==> src/rtl/trap_pkg.sv <==
// Shared definitions for the machine-mode trap sequencer.
//   - trap_state_e     : sequencer states
//   - CSREN_*          : one-hot write-enable encodings for the CSR write port
//   - MSTATUS_* / MIE_*: bit positions inside mstatus and mie
//   - *_CAUSE_DEFAULT  : default mcause values for ecall and timer interrupt
package trap_pkg;

  typedef enum logic [2:0] {
    StIdle,
    StWMepc,
    StWMcause,
    StWMstatus,
    StRedirect
  } trap_state_e;

  localparam int unsigned CSREN_DEFAULT_W = 8;

  localparam logic [CSREN_DEFAULT_W-1:0] CSREN_MEPC    = 8'b0000_0001;
  localparam logic [CSREN_DEFAULT_W-1:0] CSREN_MCAUSE  = 8'b0000_0010;
  localparam logic [CSREN_DEFAULT_W-1:0] CSREN_MSTATUS = 8'b0000_1000;

  localparam int unsigned MSTATUS_MIE  = 3;
  localparam int unsigned MSTATUS_MPIE = 7;
  localparam int unsigned MIE_MTIE     = 7;

  localparam logic [63:0] ECALL_CAUSE_DEFAULT = 64'hB;
  localparam logic [63:0] IRQ_CAUSE_DEFAULT   = 64'h8000_0000_0000_0007;

endpackage

==> src/rtl/trap_mstatus_calc.sv <==
// Combinational mstatus update for trap entry and mret.
//   mstatus_cur : current mstatus value
//   is_mret     : 1 = mret (exit), 0 = trap entry
//   mstatus_new : updated mstatus
// Entry: MPIE <= MIE, MIE <= 0.  Exit: MIE <= MPIE, MPIE <= 1.
// All other bits pass through unchanged.
module trap_mstatus_calc
  import trap_pkg::*;
#(
  parameter int unsigned XLEN = 64
) (
  input  logic [XLEN-1:0] mstatus_cur,
  input  logic            is_mret,
  output logic [XLEN-1:0] mstatus_new
);

  always_comb begin
    mstatus_new = mstatus_cur;
    if (is_mret) begin
      mstatus_new[MSTATUS_MIE]  = mstatus_cur[MSTATUS_MPIE];
      mstatus_new[MSTATUS_MPIE] = 1'b1;
    end else begin
      mstatus_new[MSTATUS_MPIE] = mstatus_cur[MSTATUS_MIE];
      mstatus_new[MSTATUS_MIE]  = 1'b0;
    end
  end

endmodule

==> src/rtl/trap_ctrl.sv <==
// Multi-cycle trap sequencer between writeback and the machine-mode CSR file.
// On a retiring ecall, mret or enabled timer interrupt it stalls writeback,
// flushes younger instructions, writes mepc/mcause/mstatus one per cycle on a
// single CSR write port and finally issues a PC redirect (valid/ready).
//
// Ports:
//   clock, reset          : clock, asynchronous active-high reset
//   wb_valid/wb_ready     : retiring instruction / writeback may retire (IDLE only)
//   wb_pc, wb_nextpc      : PC and successor PC of the retiring instruction
//   wb_ecall, wb_mret     : retiring instruction kind
//   mstatus_i, mie_i,
//   mtvec_i, mepc_i       : current CSR values
//   timer_irq             : level-sensitive machine timer pending
//   csr_wen, csr_wdata    : one-hot CSR write port (bit0 mepc, bit1 mcause, bit3 mstatus)
//   flush                 : one-cycle pulse killing younger instructions
//   redirect_valid/ready,
//   redirect_pc           : PC redirect handshake
//   busy                  : sequencer not idle
//
// Configuration: define TRAP_CTRL_INTR_EN to enable the machine timer
// interrupt path; otherwise timer_irq and mie_i are ignored.
module trap_ctrl
  import trap_pkg::*;
#(
  parameter int unsigned     XLEN        = 64,
  parameter int unsigned     CSREN_W     = 8,
  parameter logic [XLEN-1:0] ECALL_CAUSE = XLEN'(ECALL_CAUSE_DEFAULT),
  parameter logic [XLEN-1:0] IRQ_CAUSE   = XLEN'(IRQ_CAUSE_DEFAULT)
) (
  input  logic               clock,
  input  logic               reset,
  input  logic               wb_valid,
  output logic               wb_ready,
  input  logic [XLEN-1:0]    wb_pc,
  input  logic [XLEN-1:0]    wb_nextpc,
  input  logic               wb_ecall,
  input  logic               wb_mret,
  input  logic [XLEN-1:0]    mstatus_i,
  input  logic [XLEN-1:0]    mie_i,
  input  logic [XLEN-1:0]    mtvec_i,
  input  logic [XLEN-1:0]    mepc_i,
  input  logic               timer_irq,
  output logic [CSREN_W-1:0] csr_wen,
  output logic [XLEN-1:0]    csr_wdata,
  output logic               flush,
  output logic               redirect_valid,
  input  logic               redirect_ready,
  output logic [XLEN-1:0]    redirect_pc,
  output logic               busy
);

  trap_state_e     state_q, state_d;
  logic [XLEN-1:0] epc_q, epc_d;
  logic [XLEN-1:0] cause_q, cause_d;
  logic [XLEN-1:0] target_q, target_d;
  logic            mret_q, mret_d;

  logic            irq_pending;
  logic            take_ecall, take_mret, take_irq;
  logic            in_idle, accept;
  logic [XLEN-1:0] trap_vector;
  logic [XLEN-1:0] mstatus_new;

  // Interrupt qualification
`ifdef TRAP_CTRL_INTR_EN
  assign irq_pending = timer_irq & mstatus_i[MSTATUS_MIE] & mie_i[MIE_MTIE];

  logic unused_inputs;
  assign unused_inputs = ^{mie_i[XLEN-1:MIE_MTIE+1], mie_i[MIE_MTIE-1:0], mtvec_i[1:0]};
`else
  assign irq_pending = 1'b0;

  logic unused_inputs;
  assign unused_inputs = ^{timer_irq, mie_i, mtvec_i[1:0]};
`endif

  // Priority ecall > mret > interrupt. An interrupt is only considered when the
  // retiring instruction is neither ecall nor mret; otherwise it stays pending
  // and is looked at again on the next retirement.
  assign take_ecall = wb_valid & wb_ecall;
  assign take_mret  = wb_valid & wb_mret & ~wb_ecall;
  assign take_irq   = wb_valid & ~wb_ecall & ~wb_mret & irq_pending;

  assign in_idle     = (state_q == StIdle);
  // Gated by reset so no flush pulse escapes while the sequencer is held.
  assign accept      = in_idle & ~reset & (take_ecall | take_mret | take_irq);
  // Direct mode only: the mode bits are dropped.
  assign trap_vector = {mtvec_i[XLEN-1:2], 2'b00};

  trap_mstatus_calc #(
    .XLEN (XLEN)
  ) u_mstatus_calc (
    .mstatus_cur (mstatus_i),
    .is_mret     (mret_q),
    .mstatus_new (mstatus_new)
  );

  // State register
  always_ff @(posedge clock or posedge reset) begin
    if (reset) begin
      state_q <= StIdle;
    end else begin
      state_q <= state_d;
    end
  end

  // Next-state logic
  always_comb begin
    state_d = state_q;
    case (state_q)
      StIdle: begin
        if (accept) begin
          state_d = take_mret ? StWMstatus : StWMepc;
        end
      end
      StWMepc:    state_d = StWMcause;
      StWMcause:  state_d = StWMstatus;
      StWMstatus: state_d = StRedirect;
      StRedirect: begin
        if (redirect_ready) begin
          state_d = StIdle;
        end
      end
      default:    state_d = StIdle;
    endcase
  end

  // Trap context captured at accept and held for the whole sequence
  always_comb begin
    epc_d    = epc_q;
    cause_d  = cause_q;
    target_d = target_q;
    mret_d   = mret_q;
    if (accept) begin
      if (take_ecall) begin
        epc_d    = wb_pc;
        cause_d  = ECALL_CAUSE;
        target_d = trap_vector;
        mret_d   = 1'b0;
      end else if (take_mret) begin
        target_d = mepc_i;
        mret_d   = 1'b1;
      end else begin
        // The interrupted instruction itself completes, so resume after it.
        epc_d    = wb_nextpc;
        cause_d  = IRQ_CAUSE;
        target_d = trap_vector;
        mret_d   = 1'b0;
      end
    end
  end

  always_ff @(posedge clock or posedge reset) begin
    if (reset) begin
      epc_q    <= '0;
      cause_q  <= '0;
      target_q <= '0;
      mret_q   <= 1'b0;
    end else begin
      epc_q    <= epc_d;
      cause_q  <= cause_d;
      target_q <= target_d;
      mret_q   <= mret_d;
    end
  end

  // Outputs
  always_comb begin
    csr_wen        = '0;
    csr_wdata      = '0;
    redirect_valid = 1'b0;
    redirect_pc    = '0;
    case (state_q)
      StWMepc: begin
        csr_wen   = CSREN_W'(CSREN_MEPC);
        csr_wdata = epc_q;
      end
      StWMcause: begin
        csr_wen   = CSREN_W'(CSREN_MCAUSE);
        csr_wdata = cause_q;
      end
      StWMstatus: begin
        // mstatus cannot change while busy, so the live value is still the
        // one seen at accept.
        csr_wen   = CSREN_W'(CSREN_MSTATUS);
        csr_wdata = mstatus_new;
      end
      StRedirect: begin
        redirect_valid = 1'b1;
        redirect_pc    = target_q;
      end
      default: ;
    endcase
  end

  assign busy     = ~in_idle;
  assign wb_ready = in_idle;
  assign flush    = accept;

  // Protocol properties
  a_csr_onehot : assert property (@(posedge clock) disable iff (reset) $onehot0(csr_wen));

  a_redirect_hold : assert property (@(posedge clock) disable iff (reset)
    (redirect_valid && !redirect_ready) |=> (redirect_valid && $stable(redirect_pc)));

  a_no_write_in_redirect : assert property (@(posedge clock) disable iff (reset)
    redirect_valid |-> (csr_wen == '0));

endmodule

==> config.mk <==
export PLATFORM = sky130hd
export DESIGN_NAME = trap_ctrl
export DESIGN_NICKNAME = d
export VERILOG_FILES = /design/src/rtl/trap_pkg.sv /design/src/rtl/trap_mstatus_calc.sv /design/src/rtl/trap_ctrl.sv
export SDC_FILE = /design/constraint.sdc
export NUM_CORES = 1
export LEC_CHECK = 0
export ABC_CLOCK_PERIOD_IN_PS = 5300
export BUFFER_PORTS_ARGS = -buffer_cell sky130_fd_sc_hd__buf_4
export CORE_AREA = 3 3 206 208
export DETAILED_ROUTE_END_ITERATION = 8
export DIE_AREA = 0 0 209 211
export GPL_TIMING_DRIVEN = 0
export PLACE_DENSITY = 0.41
export SLEW_MARGIN = 25
export SYNTH_ARGS = -nofsm -noshare
export SYNTH_HDL_FRONTEND = slang
export SYNTH_SLANG_ARGS = --single-unit
==> constraint.sdc <==
create_clock -name clock -period 5.3 [get_ports clock]
set_input_delay 0.265 -clock clock [delete_from_list [all_inputs] [get_ports clock]]
set_output_delay 0.265 -clock clock [all_outputs]
set_load 0.02 [all_outputs]
==> impl_metrics.tcl <==
set metrics [dict create \
    hold_buffers 1 \
    nNetsFinal 1382 \
    yosys_warnings 0 \
    min_period_over_period_pct 56.2 \
    power.density_nw_per_um2 489 \
    die_h_um 211 \
    slew_viol_final 0 \
    viasPerCell 4.27 \
    core_um2 40700 \
    slew_headroom_pct 42.3 \
    ir_drop_uv 201 \
    r2r_start "state_q[0]" \
    grt_pass1_vias 6990 \
    cp.required_ns 5.04 \
    hold_violations 0 \
    rrSetupSlack_ns 3.07 \
    clk_pin_slew_ns 0.06 \
    detail_route.wl_per_cell_um 20.5 \
    clockBufferDepth 2 \
    synthTopCellsByArea "dfrtp_1 (51%), mux2_2 (8.8%), o2bb2ai_1 (8.0%), a22o_1 (7.6%), a22oi_1 (6.9%)" \
    cts_sinks 135 \
    endpoint_kind "output port" \
    dp_hpwl_um 24600 \
    synth-edff-count 0 \
    synthTopCellsByCount "dfrtp_1 (135), and3_1 (65), a22oi_1 (61), o2bb2ai_1 (61), a22o_1 (58)" \
    start_util_pct 16.4 \
    dr.first_iter.drc_count 305 \
    yosysTopAreaCell "dfrtp_1" \
    synth-async-reset-ratio_pct 100 \
    fmax_mhz 336 \
    drc 0 \
    maxCapViolations 0 \
    grt_use_total_pct 14.0 \
    drive_gt1_share_pct 49.3 \
    hold_path_class "in2reg" \
    netlist_instances 571 \
    rows 74 \
    synth.cell_area_um2 6670 \
    clk_latency_ns 0.44 \
    synth.top_cell.area_share_pct 50.6 \
    r2r_cells 5 \
    ctsHtreeMaxLevel 4 \
    grt_start_max_net_pins 56 \
    startpoint "state_q[2]" \
    antenna_found_initial 3 \
    cts.repair.resized 0 \
    synth.most_common_cell "dfrtp_1" \
    period_minus_slack_ns 2.98 \
    die_area_um2 44100 \
    worst_pin_slew_ns 0.865 \
    ys.flop_type "dfrtp_1" \
    synth_area_per_cell_um2 11.7 \
    rsz0062_at_grt "false" \
    ys_ff_latch 135 \
    whs_path_depth 2 \
    root_buffer "clkbuf_16" \
    port-buffer-count 394 \
    post_cts_buffers 0 \
    rr_endpoint "epc_q[10]" \
    wl_um 31500 \
    synth_seq_area_share_pct 50.6 \
    clock_skew_ns 0.0108 \
    area_growth_pct 63.9 \
    outcome "finished clean" \
    first_pass_iters 6 \
    grt_overflow 0 \
    fp.dieW_um 209 \
    place_congestion 0.829 \
    critPathCapture "csr_wdata[7]" \
    setup-tns-final_ns 0 \
    startpoint_type "flop" \
    power_leakage_uw 0.00536 \
    ios 531 \
    grt_pass1_wl_um 45800 \
    crit_arrival_ns 2.71 \
    crit_type "reg2out" \
    antennaDiodeCount 0 \
    vias 6557 \
    synth_cell_types 36 \
    setup_viol 0 \
    cts_tree "done" \
    cts_buffers 17 \
    ant_nets 0 \
    cp_max_fo 10 \
    total_power_uw 5350 \
]
layer usage:
| layer | vias up | GRT usage, % | part of all wire [%] |
|---|---|---|---|
| met2 | 326 | 23.5 | 47 |
| met5 | - | 0 | 0.073 |
| met1 | 3142 | 16.4 | 41 |
| met3 | 35 | 5.33 | 9.5 |
| li1 | 3050 | - | - |
| met4 | 4 | 4.90 | 2.2 |
sequential cells by signal (all words and copies together) (netlist names):
signal,flops
epc_q,64
target_q,64
cause_q,3
state_q,3
mret_q,1
worst min path at each step:
stage                     from          to
floorplan             wb_pc[0]    epc_q[0]
global placement    cause_q[1]  cause_q[1]
detailed placement       reset    epc_q[2]
CTS                  wb_pc[14]   epc_q[14]
global route          wb_pc[1]    epc_q[1]
finish               wb_pc[14]   epc_q[14]
cell usage in the layout (no fill, tap or decap), drive strengths merged, types with 2 or more instances in the layout:
| master | Yosys | layout |
|---|---|---|
| clkinv | 1 | 6 |
| and3 | 65 | 65 |
| clkbuf | 55 | 78 |
| o2bb2ai | 61 | 61 |
| nand2 | 10 | 10 |
| nand3 | 3 | 3 |
| a21o | 2 | 2 |
| clkinvlp | 0 | 2 |
| nand2b | 2 | 2 |
| mux2 | 68 | 68 |
| a22oi | 61 | 61 |
| nor3b | 2 | 2 |
| a32o | 2 | 2 |
| conb | 1 | 5 |
| o21ai | 2 | 2 |
| and2 | 3 | 3 |
| nor2b | 3 | 3 |
| dfrtp | 135 | 135 |
| a22o | 58 | 58 |
| buf | 14 | 410 |
| a21oi | 7 | 7 |
| inv | 6 | 6 |
power by group:
group,leakage (uW),total (uW),switching (uW),internal (uW)
Combinational,0.00343,2370,1270,1100
Sequential,0.00166,1820,301,1520
Clock,0.000269,1160,482,677
Total,0.00536,5350,2050,3290
stage by stage:
| step | std cells | hold slack, ns | util [%] | setup slack [ns] | instance area, um^2 |
|---|---|---|---|---|---|
| floorplan | 575 | 0.397 | - | 0.307 | 6690 |
| global placement | 1501 | 0.453 | 25.3 | -3.15 | 10300 |
| detailed placement | 1503 | 0.299 | 25.5 | 2.59 | 10400 |
| CTS | 1535 | 0.00416 | 26.8 | 2.08 | 10900 |
| global route | 1535 | 0.0180 | 26.8 | 2.00 | 10900 |
| finish | 1535 | 0.0362 | 26.8 | 2.32 | 10900 |
cell families after synthesis:
| group | Yosys count | synth area share, % |
|---|---|---|
| compound gates | 197 | 24.2 |
| buf+inv | 76 | 4.93 |
| flops | 135 | 50.6 |
| mux | 68 | 11.5 |
| other cells | 1 | 0.0562 |
| simple gates | 94 | 8.74 |
final cells by class:
class / count / area (um^2)
plain buffers: 69 / 303
clock buffers: 23 / 478
clock inverters: 8 / 73.8
fillers: 4388 / 29800
inverters: 7 / 31.3
multi-input cells: 364 / 2980
flip-flops and latches: 135 / 3380
well taps: 532 / 666
repair buffers: 397 / 3020
worst max-delay path, stage by stage, from the launching register on:
cell	delay (ns)
dfrtp_1	0.48
and3b_1	0.27
clkbuf_1	0.37
clkbuf_1	0.62
o21ai_0	0.18
nand2_1	0.16
buf_4	0.18
Power figures use the tool's default switching activity.
